`config.mk`:
```
export PLATFORM = sky130hd
export DESIGN_NAME = decoder_share_arbiter
export DESIGN_NICKNAME = d
export VERILOG_FILES = /design/src/rtl/decoder_pkg.sv /design/src/rtl/decoder_share_arbiter_rr_pick.sv /design/src/rtl/decoder_share_arbiter.sv
export SDC_FILE = /design/constraint.sdc
export NUM_CORES = 1
export LEC_CHECK = 0
export CORE_UTILIZATION = 35
export CTS_CLUSTER_DIAMETER = 30
export DETAILED_ROUTE_END_ITERATION = 10
export PLACE_DENSITY = 0.72
export SLEW_MARGIN = 10
export SYNTH_ARGS = -nofsm -noshare
export SYNTH_HDL_FRONTEND = slang
export SYNTH_SLANG_ARGS = --single-unit
```
`constraint.sdc`:
```
create_clock -name clk -period 4.61 [get_ports clk]
set_input_delay 0.922 -clock clk [delete_from_list [all_inputs] [get_ports clk]]
set_output_delay 0.922 -clock clk [all_outputs]
set_load 0.005 [all_outputs]
```
`src/rtl/decoder_pkg.sv`:
```
// Shared definitions for the decoder-sharing arbiter: data widths and FSM state encoding.
package decoder_pkg;

  localparam int SEL_W = 3;
  localparam int OUT_W = 8;
  localparam int LAT_W = 3;

  typedef enum logic [1:0] {
    S_IDLE  = 2'd0,
    S_ISSUE = 2'd1,
    S_WAIT  = 2'd2,
    S_RESP  = 2'd3
  } state_t;

endpackage

```
`src/rtl/decoder_share_arbiter_rr_pick.sv`:
```
// Combinational round-robin pick: first set request strictly after 'last', wrapping to bit 0.
module rr_pick #(
  parameter int N_REQ = 4,
  parameter int ID_W  = 2
) (
  input  logic [N_REQ-1:0] req_i,
  input  logic [ID_W-1:0]  last_i,
  output logic [N_REQ-1:0] win_o,
  output logic [ID_W-1:0]  win_idx_o
);

  logic [N_REQ-1:0] mask;
  logic [N_REQ-1:0] hi_req;
  logic [N_REQ-1:0] pick_src;
  logic             found;

  always_comb begin
    mask = '0;
    for (int unsigned i = 0; i < N_REQ; i++) begin
      if (i > 32'(last_i)) mask[i] = 1'b1;
    end
    hi_req   = req_i & mask;
    // Nothing above the pointer: wrap and take the lowest request overall.
    pick_src = (|hi_req) ? hi_req : req_i;

    win_o     = '0;
    win_idx_o = '0;
    found     = 1'b0;
    for (int unsigned i = 0; i < N_REQ; i++) begin
      if (pick_src[i] && !found) begin
        win_o[i]  = 1'b1;
        win_idx_o = ID_W'(i);
        found     = 1'b1;
      end
    end
  end

endmodule

```
`src/rtl/decoder_share_arbiter.sv`:
```
// Round-robin sharing of one registered 3-to-8 decoder; one operation in flight at a time.
module decoder_share_arbiter
  import decoder_pkg::*;
#(
  parameter int N_REQ   = 4,
  parameter int ID_W    = 2,
  parameter int DEC_LAT = 1
) (
  input  logic                   clk,
  input  logic                   rst,
  input  logic [N_REQ-1:0]       req,
  input  logic [N_REQ*SEL_W-1:0] req_sel,
  output logic [N_REQ-1:0]       gnt,
  output logic [SEL_W-1:0]       dec_sel,
  input  logic [OUT_W-1:0]       dec_out,
  output logic                   rsp_valid,
  input  logic                   rsp_ready,
  output logic [ID_W-1:0]        rsp_id,
  output logic [OUT_W-1:0]       rsp_data,
  output logic                   busy
);

  state_t             state_q;
  logic [N_REQ-1:0]   gnt_q;
  logic [SEL_W-1:0]   dec_sel_q;
  logic               rsp_valid_q;
  logic [ID_W-1:0]    rsp_id_q;
  logic [OUT_W-1:0]   rsp_data_q;
  logic [ID_W-1:0]    last_q;
  logic [LAT_W-1:0]   lat_cnt_q;

  logic [N_REQ-1:0]   win;
  logic [ID_W-1:0]    win_idx;
  logic [SEL_W-1:0]   win_sel;

  rr_pick #(
    .N_REQ (N_REQ),
    .ID_W  (ID_W)
  ) u_pick (
    .req_i     (req),
    .last_i    (last_q),
    .win_o     (win),
    .win_idx_o (win_idx)
  );

  always_comb begin
    win_sel = '0;
    for (int unsigned i = 0; i < N_REQ; i++) begin
      if (win[i]) win_sel = req_sel[i*SEL_W +: SEL_W];
    end
  end

  always_ff @(posedge clk or posedge rst) begin
    if (rst) begin
      state_q     <= S_IDLE;
      gnt_q       <= '0;
      dec_sel_q   <= '0;
      rsp_valid_q <= 1'b0;
      rsp_id_q    <= '0;
      rsp_data_q  <= '0;
      last_q      <= ID_W'(N_REQ - 1);
      lat_cnt_q   <= '0;
    end else begin
      case (state_q)
        S_IDLE: begin
          if (|req) begin
            gnt_q     <= win;
            dec_sel_q <= win_sel;
            rsp_id_q  <= win_idx;
            last_q    <= win_idx;
            lat_cnt_q <= LAT_W'(DEC_LAT);
            state_q   <= S_ISSUE;
          end
        end
        S_ISSUE: begin
          gnt_q   <= '0;
          state_q <= S_WAIT;
        end
        S_WAIT: begin
          lat_cnt_q <= lat_cnt_q - LAT_W'(1);
          if (lat_cnt_q == LAT_W'(1)) begin
            rsp_data_q  <= dec_out;
            rsp_valid_q <= 1'b1;
            state_q     <= S_RESP;
          end
        end
        S_RESP: begin
          if (rsp_ready) begin
            rsp_valid_q <= 1'b0;
            state_q     <= S_IDLE;
          end
        end
        default: state_q <= S_IDLE;
      endcase
    end
  end

  assign gnt       = gnt_q;
  assign dec_sel   = dec_sel_q;
  assign rsp_valid = rsp_valid_q;
  assign rsp_id    = rsp_id_q;
  assign rsp_data  = rsp_data_q;
  assign busy      = (state_q != S_IDLE);

endmodule

```
## Yosys cells after proc, flatten, opt, wreduce, memory -nomap -nowiden

Cells that the tools add are included.

- Register bits: 25
- Input port bits: 27
- Output and inout port bits: 19
- Word-level logic and storage cells: 67

- $add $sub $neg: 1
- Order comparisons: 3
- Eq/ne operators: 7
- Mux-type cells: 28
- Bitwise logic cells: 1
- Reduce and logical (&&, ||, !) cells: 19

Operators by type and width:

| operator | number |
|---|---|
| $mux 3 | 5 |
| $mux 1 | 12 |
| $mux 2 | 5 |
| $mux 4 | 2 |
| $pmux 2 s4 | 1 |
| $pmux 4 s2 | 1 |
| $reduce_and 2->1 | 4 |
| $reduce_bool 2->1 | 4 |
| $reduce_or 4->1 | 2 |
| $ne 2x2->1 const B | 3 |
| $pmux 3 s2 | 1 |
| $reduce_and 3->1 | 2 |
| $and 4x4->4 | 1 |
| $eq 2x2->1 const B | 2 |
| $gt 2x2->1 const A | 2 |
| $eq 3x1->1 const B | 1 |
| $logic_and 1x1->1 | 3 |
| $logic_not 1->1 | 3 |
| $sub 3x1->3 const B | 1 |
| $eq 2x1->1 const B | 1 |
| $gt 1x2->1 const A | 1 |
| $logic_not 2->1 | 1 |
| $pmux 1 s2 | 1 |

## Longest topological paths before layout

- Depth in word-level cells: 17
- Gate-level depth with buffers: 7
- Gate-level depth less buffers: 7

## Hierarchy

Synthesis repeated with hierarchy kept, for this count alone.

- Cells, all modules: 135
- Area total of the unflattened synthesis: 1488.9 µm²

By module, submodules not included:

| module | times used | cells an instance | area an instance (µm²) | seq. area each (µm²) |
|---|---|---|---|---|
| decoder_share_arbiter | 1 | 102 | 1295.0 | 628.1 |
| rr_pick | 1 | 33 | 193.9 | 0.0 |

## Least setup slack after synthesis

Ideal clock, no wire load.

- Kind: in2reg
- Start point: input req[1]
- End point: register gnt_q[1], in the netlist gnt[1]
- Setup time: 0.122 ns
- Arrival: 1.778 ns
- Data required time: 4.488 ns
- Setup slack: 2.710 ns
- Stages: 6
- Path buffers: 1
- Cells stage by stage: buf_2 nor2_2 nand2_1 nand2_1 nor2_1 a32o_1

- Cells in the longest elaborated chain, start to end: 9
- Elaborated cells on any way between the ends: 12
- Classes of those cells: 1 x eq/ne; 5 x mux; 1 x bitwise; 5 x reduce/logical

RTL lines:

| what | RTL line | RTL |
|---|---|---|
| start: declaration | decoder_share_arbiter.sv:11 | `input logic [N_REQ-1:0] req,` |
| $and 4x4->4 | decoder_share_arbiter_rr_pick.sv:22 | `hi_req = req_i & mask;` |
| $reduce_or 4->1 | decoder_share_arbiter_rr_pick.sv:24 | `pick_src = (\|hi_req) ? hi_req : req_i;` |
| $mux 4 | decoder_share_arbiter_rr_pick.sv:24 |  |
| $mux 1 | decoder_share_arbiter_rr_pick.sv:30 | `if (pick_src[i] && !found) begin` |
| $logic_not 1->1 | decoder_share_arbiter_rr_pick.sv:30 |  |
| $logic_and 1x1->1 | decoder_share_arbiter_rr_pick.sv:30 |  |
| $mux 1 | decoder_share_arbiter_rr_pick.sv:30 |  |
| $mux 4 | decoder_share_arbiter.sv:66 | `if (\|req) begin` |
| $pmux 4 s2 | decoder_share_arbiter.sv:64 | `case (state_q)` |
| end signal: assignment | decoder_share_arbiter.sv:67 | `gnt_q <= win;` |
| end: declaration | decoder_share_arbiter.sv:24 | `logic [N_REQ-1:0] gnt_q;` |

Parallel ways exist; a longest one is shown, timed or not. The select of a mux whose other input is x is not followed.
A chain may end at the register's enable or synchronous reset.

## Final worst setup path

- Start point: register state_q[0]
- End point: output busy

- Cells in the longest elaborated chain, start to end: 1

RTL lines:

| what | RTL line | RTL |
|---|---|---|
| start: declaration | decoder_share_arbiter.sv:23 | `state_t state_q;` |
| start signal: assignment | decoder_share_arbiter.sv:55 | `state_q <= S_IDLE;` |
| start signal: assignment | decoder_share_arbiter.sv:72 | `state_q <= S_ISSUE;` |
| start signal: assignment | decoder_share_arbiter.sv:77 | `state_q <= S_WAIT;` |
| $reduce_bool 2->1 | decoder_share_arbiter.sv:103 | `assign busy = (state_q != S_IDLE);` |
| end: declaration | decoder_share_arbiter.sv:20 | `output logic busy` |

No other way between the ends.

==> out/qor.yml <==
clkLatencyLatePin_ps: 260
reg2reg_from: "state_q[0]"
p_int_mw: 0.7496
startpoint_type: "flop"
finalSetupTns_ps: 0
r2r-end: "rsp_data[2]"
arrival_ps: 1650
cts_setup_buffers: 0
avgSynthCellArea_um2: 9.896
mostFrequentLayoutCells: "clkdlybuf4s50_1, dfrtp_1, nand2_1"
clkSinkCount: 25
p_switching_mw: 0.4192
numCtsBuffers: 3
start_util: 0.3752
hold_buffers: 0
clk_pin_slew_ps: 90
synth_nets: 177
pwr-share-comb: 0.530
power.total_mw: 1.169
min_from: "dec_sel[0]"
worst-r2r-setup-slack_ps: 2810
grt_pass1_vias: 1219
die_area_mm2: 0.004301
fill_cells: 342
switching_share: 0.3587
fin_crit_ps: 2573
clockRootBuffer: "clkbuf_8"
seq_power_share: 0.360
rr_worst_depth: 5
clk_path_buf_depth: 2
synth_cell_types: 33
dieWidth_um: 65.59
leakage_nw: 0.8521
grtUsageTotal: 0.1511
grt.overflow.total: 0
vias: 1173
slew_headroom: 0.3656
cts_resized: 0
period_share: 0.5582
power_density_mw_per_mm2: 607.4
worst_pin_slew_ps: 950.6
core_mm2: 0.003771
wirelength_um: 3131
io_pins: 46
ir_drop_mv: 0.2846
place_ws_ps: 2025
die-height_um: 65.59
worst_setup_path_end_kind: "output port"
place.gp.congestion: 0.8605
clkPwrFrac: 0.110
final_common_cell: "clkdlybuf4s50_1"
fin_util: 0.5103
syn_inst: 143
dp_hpwl_um: 2501
setup_viol: 0
yosys.area.top_type: "dfrtp_1"
syn_area_mm2: 0.001415
ys_ff_latch: 25
status: "completed"
synth_warnings: 0
drc: 0
setup_slack_ps: 2037
nNetsFinal: 220
drive_above_1_share: 0.1027
h-tree-depth: 1
wl_per_cell_um: 13.44
grt_max_degree: 26
antenna_found_initial: 0
vias_per_cell: 5.034
critPathKind: "reg -> out"
ant_nets: 0
numPortBuffers: 45
finalClockSkew_ps: 4.127
yosysSeqAreaShare: 0.4439
min_to: "dec_sel[0]"
slew_viol_final: 0
hold_path_depth: 2
synth_area_leaders: "dfrtp_1, mux2_4, ha_1, o21ai_0, nand2_1"
dr.pass1.iters: 4
hold_viol: 0
drtIter0Drc: 25
cts_tree: "done"
hp-class: "reg -> reg"
area.growth.synth_to_final_pct: 35.99
rows: 22
path_max_fanout: 8
rsz0062_at_grt: "false"
diodes: 0
cp.required_ps: 3690
yosys.area.top_type_share: 0.4067
maxCapViolCount: 0
fmax_ghz: 0.3886
grt_pass1_wl_um: 5099
holdWs_ps: 496.5
-- worst max-delay path by stage --
stage | start | endpoint | slack [ps] | depth (start not counted)
final | state_q[0] | busy | 2040 | 4
after detailed placement | req[3] | dec_sel[2] | 2030 | 6
after floorplan | req[1] | gnt[1] | 2710 | 6
after CTS | state_q[0] | busy | 2020 | 4
after global placement | req[1] | dec_sel[0] | 2090 | 6
after global routing | state_q[1] | busy | 1950 | 4
-- stage by stage --
| step | area, µm² | cells |
|---|---|---|
| after detailed placement | 1879 | 229 |
| after CTS | 1924 | 233 |
| after floorplan | 1415 | 143 |
| after global placement | 1879 | 229 |
| after global routing | 1924 | 233 |
| final | 1924 | 233 |
-- power groups by stage --
stage | clock (mW) | sequential (mW) | combinational, mW
2_1_floorplan | 0 | 0.399 | 0.387
3_3_place_gp | 0 | 0.418 | 0.603
3_5_place_dp | 0 | 0.427 | 0.623
4_1_cts | 0.132 | 0.424 | 0.627
5_1_grt | 0.141 | 0.439 | 0.687
6_report | 0.128 | 0.421 | 0.619
-- cell usage after synthesis (all sizes together) --
cell and instances:
buf 6, a22o 2, clkbuf 1, inv 12
nand2b 4, o211ai 1, or3 1, o21ai 16
nor2 7, mux2i 1, dfrtp 23, o31ai 2
o21bai 3, a2bb2oi 2, nand3b 1, nand2 17
a32o 1, o22ai 2, a311oi 1, a21oi 9
ha 7, and3 1, nor2b 4, o221ai 3
o21a 2, mux2 8, dfstp 2, nand3 4
-- sequential cells by signal, summed over array words and instances, names as in the netlist --
signal	count
rsp_data	8
gnt	4
dec_sel	3
lat_cnt_q	3
last_q	2
rsp_id	2
state_q	2
rsp_valid	1
-- layer usage --
layer  part of all wire  global-route usage  wire [µm]
met3              0.032             0.02951        100
met1               0.43              0.1748       1359
met2               0.53              0.2874       1665
met4             0.0019             0.02446          6
met5                  0                   0          0
-- worst max-delay path, cell delays in order, from the launching register on --
cell             delay, ps
dfrtp_1                390
inv_1                  100
ha_1                   290
inv_1                  110
clkdlybuf4s50_1        500
-- logic make-up after synthesis --
group	count (synthesis)	synth area share
AO/OA/AOI/OAI	44	0.2051
multiplexers	9	0.09196
flip-flops	25	0.4439
AND/OR/NAND/NOR	39	0.1326
adder cells (fa/ha/maj)	7	0.06189
buffers and inverters	19	0.06454
-- final cells by class --
cell class	instances	area (µm²)	area share
Sequential cell	25	628.1	0.3264
Tap cell	48	60.06	0.03121
Clock buffer	4	45.04	0.02341
Inverter	12	45.04	0.02341
Timing Repair Buffer	45	450.4	0.2341
Multi-Input combinational cell	99	695.7	0.3615
Power figures use the tool's default switching activity.
